[src/rtl/width_upsizer.sv]
// -----------------------------------------------------------------------------
// width_upsizer
//   Packs RATIO consecutive WIDTH_DIN-bit input words into one
//   RATIO*WIDTH_DIN-bit output word. A packet ending with din_last may stop
//   mid-group; the partial group is flushed with a lane keep mask and the
//   unfilled lanes read as zero. Valid/ready on both sides, so a stalled sink
//   back-pressures the source. Storage is an accumulator plus one output
//   register; there is no internal FIFO.
//
// Parameters
//   WIDTH_DIN  input word width in bits (>=1)
//   RATIO      input words per output word (2..16)
//   MSB_FIRST  1: first word of a group lands in the top lane; 0: in lane 0
//
// Ports
//   clk        clock, all logic on the rising edge
//   rst        asynchronous reset, active-high
//   din_vld    input word valid
//   din_rdy    block accepts input this cycle (combinational from dout_rdy)
//   din_last   final word of a packet (qualified by din_vld & din_rdy)
//   din        input word
//   dout_vld   output word valid
//   dout_rdy   sink accepts output this cycle
//   dout       packed output word
//   dout_keep  bit j=1: lane j (dout[j*WIDTH_DIN +: WIDTH_DIN]) holds data
//   dout_last  output word carries the final word of a packet
// -----------------------------------------------------------------------------
module width_upsizer #(
  parameter int WIDTH_DIN = 8,
  parameter int RATIO     = 2,
  parameter bit MSB_FIRST = 1'b1
) (
  input  logic                       clk,
  input  logic                       rst,
  input  logic                       din_vld,
  output logic                       din_rdy,
  input  logic                       din_last,
  input  logic [WIDTH_DIN-1:0]       din,
  output logic                       dout_vld,
  input  logic                       dout_rdy,
  output logic [RATIO*WIDTH_DIN-1:0] dout,
  output logic [RATIO-1:0]           dout_keep,
  output logic                       dout_last
);

  localparam int CW = $clog2(RATIO);
  localparam int DW = RATIO * WIDTH_DIN;
  localparam logic [CW-1:0] CNT_MAX = CW'(RATIO - 1);

  logic [CW-1:0]    cnt_reg;
  logic [DW-1:0]    acc_reg;
  logic [DW-1:0]    dout_reg;
  logic [RATIO-1:0] keep_reg;
  logic             last_reg;
  logic             vld_reg;

  logic [CW-1:0]    lane_sel;
  logic [DW-1:0]    acc_next;
  logic [RATIO-1:0] keep_next;
  logic             din_acc;
  logic             group_done;

  // The output register can take a new word whenever it is empty or is
  // being drained in this same cycle.
  assign din_rdy    = ~vld_reg | dout_rdy;
  assign din_acc    = din_vld & din_rdy;
  assign group_done = din_acc & ((cnt_reg == CNT_MAX) | din_last);

  // Lane that the word currently being accepted lands in.
  assign lane_sel = MSB_FIRST ? (CNT_MAX - cnt_reg) : cnt_reg;

  // Per lane: merge the incoming word into the accumulator image, and flag
  // the lane as filled once the group has reached the word that lands there.
  // RANK is the position within the group of the word owning this lane.
  genvar gi;
  generate
    for (gi = 0; gi < RATIO; gi++) begin : g_lane
      localparam logic [CW-1:0] LANE = CW'(gi);
      localparam logic [CW-1:0] RANK = MSB_FIRST ? CW'(RATIO - 1 - gi) : CW'(gi);

      assign acc_next[gi*WIDTH_DIN +: WIDTH_DIN] =
        (lane_sel == LANE) ? din : acc_reg[gi*WIDTH_DIN +: WIDTH_DIN];
      assign keep_next[gi] = (RANK <= cnt_reg);
    end
  endgenerate

  always_ff @(posedge clk or posedge rst) begin
    if (rst) begin
      cnt_reg  <= '0;
      acc_reg  <= '0;
      dout_reg <= '0;
      keep_reg <= '0;
      last_reg <= 1'b0;
      vld_reg  <= 1'b0;
    end else begin
      if (din_acc) begin
        if (group_done) begin
          // Hand the packed word over and clear the accumulator so the
          // unfilled lanes of a later partial group read as zero.
          dout_reg <= acc_next;
          keep_reg <= keep_next;
          last_reg <= din_last;
          cnt_reg  <= '0;
          acc_reg  <= '0;
        end else begin
          acc_reg  <= acc_next;
          cnt_reg  <= cnt_reg + CW'(1);
        end
      end

      // A completion always (re)loads the output; otherwise an accepted
      // output word empties the register.
      if (group_done) begin
        vld_reg <= 1'b1;
      end else if (dout_rdy) begin
        vld_reg <= 1'b0;
      end
    end
  end

  assign dout_vld  = vld_reg;
  assign dout      = dout_reg;
  assign dout_keep = keep_reg;
  assign dout_last = last_reg;

endmodule

[config.mk]
export PLATFORM = sky130hd
export DESIGN_NAME = width_upsizer
export DESIGN_NICKNAME = d
export VERILOG_FILES = /design/src/rtl/width_upsizer.sv
export SDC_FILE = /design/constraint.sdc
export NUM_CORES = 1
export LEC_CHECK = 0
export ABC_AREA = 1
export CORE_MARGIN = 4
export CORE_UTILIZATION = 45
export DETAILED_ROUTE_END_ITERATION = 12
export GPL_TIMING_DRIVEN = 0
export PLACE_DENSITY = 0.73
export SYNTH_ARGS = -nofsm -noshare
export SYNTH_HDL_FRONTEND = slang
export SYNTH_SLANG_ARGS = --single-unit
export TNS_END_PERCENT = 100
[constraint.sdc]
create_clock -name clk -period 1.12 [get_ports clk]
set_input_delay 0.224 -clock clk [delete_from_list [all_inputs] [get_ports clk]]
set_output_delay 0.224 -clock clk [all_outputs]
set_load 0.05 [all_outputs]
Word-level counts from Yosys, hierarchy flattened:

Index checks and enable logic that the tools add are counted.

* register bits after elaboration: 37
* latch bits: 0
* RAM bits: 0
* memory bits (read-only): 0
* bits of input ports: 13
* output and inout port bits: 21
* memories kept: 0

* $add $sub $neg: 2
* multiply operators: 0
* div/mod/pow operators: 0
* magnitude comparators: 2
* eq/ne operators: 0
* shift-type cells: 0
* mux-type cells: 6
* bitwise operators: 5
* reduce and logical (&&, ||, !) cells: 2

Operator list (number)
* two-way mux 16 bit: 1
* two-way mux 8 bit: 2
* two-way mux 1 bit: 3
* bitwise AND 1 bit: 2
* <= comparator 1 bit (first input constant): 2
* OR 1 bit: 2
* AND reduction 2 bit: 1
* nonzero test 2 bit: 1
* adder 1 bit (second input constant): 1
* NOT 1 bit: 1
* subtractor 1 bit (first input constant): 1

Depth between registers and ports, before layout:

Gate-level depths: netlist of run 1.

* depth after elaboration: 5
* depth in mapped cells: 7

Least setup slack after synthesis of run 1:

No wires, ideal clock.

* path type: register to register
* from: reg vld_reg (netlist: dout_vld)
* to: reg vld_reg (netlist: dout_vld)
* arrival time: 1656 ps
* required time: 976 ps
* path slack: -680 ps
* cell stages (with the launch flop): 5
* period minus slack after synthesis: 1800 ps
* cells stage by stage: dfrtp_1 -> nand2_1 -> nand3_4 -> buf_6 -> nand2_1

* cells in the longest elaborated chain, start to end: 5
* elaborated cells between the ends (all ways): 6
* those cells by class: mux: 1; bitwise: 4; reduce/logical: 1

Ends and longest elaborated chain
* start: declaration: RTL line 55 `logic vld_reg;`
* start signal: assignment: RTL line 94 `vld_reg <= 1'b0;`
* start signal: assignment: RTL line 114 `vld_reg <= 1'b1;`
* start signal: assignment: RTL line 116 `vld_reg <= 1'b0;`
* NOT 1 bit *: RTL line 65 `assign din_rdy = ~vld_reg | dout_rdy;`
* OR 1 bit *: RTL line 65
* via din_rdy: RTL line 36 `output logic din_rdy,`
* bitwise AND 1 bit *: RTL line 66 `assign din_acc = din_vld & din_rdy;`
* bitwise AND 1 bit *: RTL line 67 `assign group_done = din_acc & ((cnt_reg == CNT_MAX) | din_last);`
* two-way mux 1 bit or nonzero test 2 bit (tied branches)

Mark *: on every way through the listed nets, which the timed path passes. The rest lies on a longest branch.
A chain may end at the register's enable or synchronous reset.

Worst setup path after layout of run 1:

* from: reg vld_reg (netlist: dout_vld)
* to: out dout_vld

RTL lines
* end: declaration: RTL line 39 `output logic dout_vld,`

No word-level cell between the ends.

==> results of run 1 <==
==> metrics by stage <==
step / hold WS, ns / setup slack [ns] / TNS (ns) / cell area, sq um
2_1_floorplan: 0.3406 / -0.1109 / -2.372 / 1742
3_3_place_gp: 0.4455 / -0.9199 / -44.79 / 2130
3_5_place_dp: 0.4481 / -0.8206 / -19.21 / 2157
4_1_cts: 0.3018 / -0.1521 / -3.690 / 2392
5_1_grt: 0.3329 / -0.1808 / -5.636 / 2461
6_report: 0.2921 / -0.1451 / -3.409 / 2461
==> final timing paths <==
path,depth (start not counted),end
max,1,dout_vld
min,2,dout[15]$_DFFE_PP0P_
max reg2reg,6,acc_reg[2]$_DFFE_PP0P_
min reg2reg,2,dout_keep[1]$_DFFE_PP0P_
max in group asynchronous,3,dout_vld$_DFFE_PP0P_
min in group clk,3,dout_last$_DFFE_PP0P_
==> final cells by class <==
class	count	area [sq um]
Tap cell	46	57.56
Sequential cell	37	929.6
Timing Repair Buffer	49	495.5
Multi-Input combinational cell	143	749.5
Buffer	8	83.83
Clock buffer	6	72.57
Inverter	15	67.56
Clock inverter	1	5.005
Fill cell	268	1007
==> power by group through the flow <==
stage / Sequential (W) / Clock, W / Combinational (W)
2_1_floorplan: 0.00224 / 0 / 0.000529
3_3_place_gp: 0.00167 / 0 / 0.00159
3_5_place_dp: 0.00169 / 0 / 0.00162
4_1_cts: 0.00168 / 0.000886 / 0.00175
5_1_grt: 0.00173 / 0.000948 / 0.00196
6_report: 0.00171 / 0.000871 / 0.00183
==> cells in the final DEF (no fill, tap or decap) <==
master,netlist,routed
a21oi_4,1,1
buf_16,0,1
buf_2,2,2
buf_4,1,15
buf_6,5,25
buf_8,0,2
clkbuf_1,0,1
clkbuf_8,0,5
clkdlybuf4s50_1,0,10
clkinv_2,0,1
clkinvlp_4,0,1
dfrtp_1,37,36
dfrtp_4,0,1
dlygate4sd2_1,0,2
inv_1,13,7
inv_2,1,6
inv_8,0,1
nand2_1,114,91
nand2_2,1,21
nand2_4,0,2
nand2_8,1,2
nand3_1,24,13
nand3_2,0,11
nand3_4,1,1
o21ai_0,1,1
==> logic make-up (layout without fill, tap and decap cells) <==
family	after synthesis	count (layout)	synth area share [%]
AO/OA/AOI/OAI	2	2	1.272
flip-flops	37	37	55.39
AND/OR/NAND/NOR	141	141	35.40
buffers and inverters	23	79	7.934
==> layer usage <==
metal / routed length (um) / vias up / global-route usage [%] / part of all wire [%]
met4: 70 / 0 / 7.786 / 1.7
met3: 246 / 6 / 5.511 / 5.9
li1: - / 735 / - / -
met2: 2025 / 47 / 31.90 / 49
met5: 0 / - / 0 / 0
met1: 1826 / 733 / 26.48 / 44
==> what timing repair did <==
item                       CTS  global route
pin swaps                   10             7
setup buffers               12             1
gates resized for setup    160            29
gates cloned                 3             0
setup endpoints to repair   52            49
==> out/metrics.yaml, run 1 <==
worstPathCellList: "buf_2"
cp_max_fo: 3
p_seq_share_pct: 38.7
clkLatencyLatePin_ns: 0.29
antenna_cells: 0
dp_hpwl_um: 2670
syn_nets: 216
rows: 21
post_drt_wl_per_cell_um: 13.67
drive_above_1_share_pct: 37.84
viasPerCell: 4.987
p_sw_w: 0.001777
numCtsBuffers: 5
grt-ovfl-total: 0
r2r_slack_ns: -0.12
coreArea_sq_mm: 0.003468
vdd_drop_max_uv: 852.4
antenna_found_initial: 0
yosysSeqAreaShare_pct: 55.39
comb_power_share_pct: 41.5
p_int_w: 0.002628
synth_edf_count: 0
finalSetupViolations: 38
grt_start_max_net_pins: 25
synth_cell_types: 14
power.density_mw_per_mm2: 1790
path_clk_slew_ns: 0.07
io_buffers: 33
cp.arrival_ns: 1.04
nNetsFinal: 272
synth.largest_area_cell: "dfrtp_1"
synthTopCellsByArea: "dfrtp_1 (55%), nand2_1 (26%), nand3_1 (7.2%)"
num_io_pins: 34
hold_buffers: 0
grt_pass1_vias: 1425
max_freq_mhz: 790.4
ys_seq_elements: 37
cts_sinks: 37
initial_core_util_pct: 48.20
critical-path-max-stage-delay_ns: 0.52
drv_cap: 0
cp_top_family: "flip-flops"
wirelength_um: 4168
fin_skew_ns: 0.009353
p_leak_nw: 1.348
worst_slack_ns: -0.1451
dr.pass1.iters: 4
syn_to_final_growth_pct: 47.23
gp_congestion: 0.8231
cp-end-kind: "output pin"
path_class: "flop to output pin"
die_h_um: 68.95
async_flop_share_pct: 100.0
path_buf_inv: 1
cts_max_path_buffers: 2
crit_start: "dout_vld$_DFFE_PP0P_"
r2r-start: "dout_vld$_DFFE_PP0P_"
syn-cell-area_sq_mm: 0.001672
rsz0062_at_grt: "true"
power.total_w: 0.004404
worst_pin_slew_ns: 0.5836
switching_share_pct: 40.34
drc_errors: 0
die_x_um: 68.95
netlist_instances: 203
grtUsageTotal_pct: 20.23
ant_nets: 0
cp_slowest_cell: "dfrtp_4"
cts-root-buf: "clkbuf_8"
yosysTopAreaCellShare_pct: 55.39
grt_pass1_wl_um: 6851
clockPowerShare_pct: 19.8
status: "finished with violations"
fin_crit_sh_pct: 113.0
critPathRequiredTime_ns: 0.90
ys_top_cells_by_count: "nand2_1 (114), dfrtp_1 (37), nand3_1 (24)"
cts_tree: "built"
start_kind: "flop"
htree_levels: 2
die-area_sq_mm: 0.004754
dp.cells: 283
violations: "negative setup slack"
fin_crit_ns: 1.265
yosys_warnings: 0
hp-class: "primary input to async pin"
yosysMostFrequentCell: "nand2_1"
via_count: 1521
syn-mean-instance-area_sq_um: 8.234
drt-initial-drc-count: 77
utilization_pct: 70.96
slew_headroom_pct: 61.05
fin_cells: 305
slew_viol_final: 0
hold_viol_final: 0
synthFlopType: "dfrtp_1"
(Power assumes the default switching activity.)
==> run 2: changes to the inputs <==
--- a/config.mk
+++ b/config.mk
@@ -9,6 +9,7 @@
 export CORE_MARGIN = 4
 export CORE_UTILIZATION = 45
 export DETAILED_ROUTE_END_ITERATION = 12
+export GPL_ROUTABILITY_DRIVEN = 0
 export GPL_TIMING_DRIVEN = 0
 export PLACE_DENSITY = 0.73
 export SYNTH_ARGS = -nofsm -noshare
==> results of run 2 <==
Same layout as run 1: the final DEF is identical, and so are final timing and power.
==> run 3: changes to the inputs <==
--- a/config.mk
+++ b/config.mk
@@ -6,6 +6,7 @@
 export NUM_CORES = 1
 export LEC_CHECK = 0
 export ABC_AREA = 1
+export CAP_MARGIN = 10
 export CORE_MARGIN = 4
 export CORE_UTILIZATION = 45
 export DETAILED_ROUTE_END_ITERATION = 12
==> results of run 3 <==
Same layout as run 1: the final DEF is identical, and so are final timing and power.
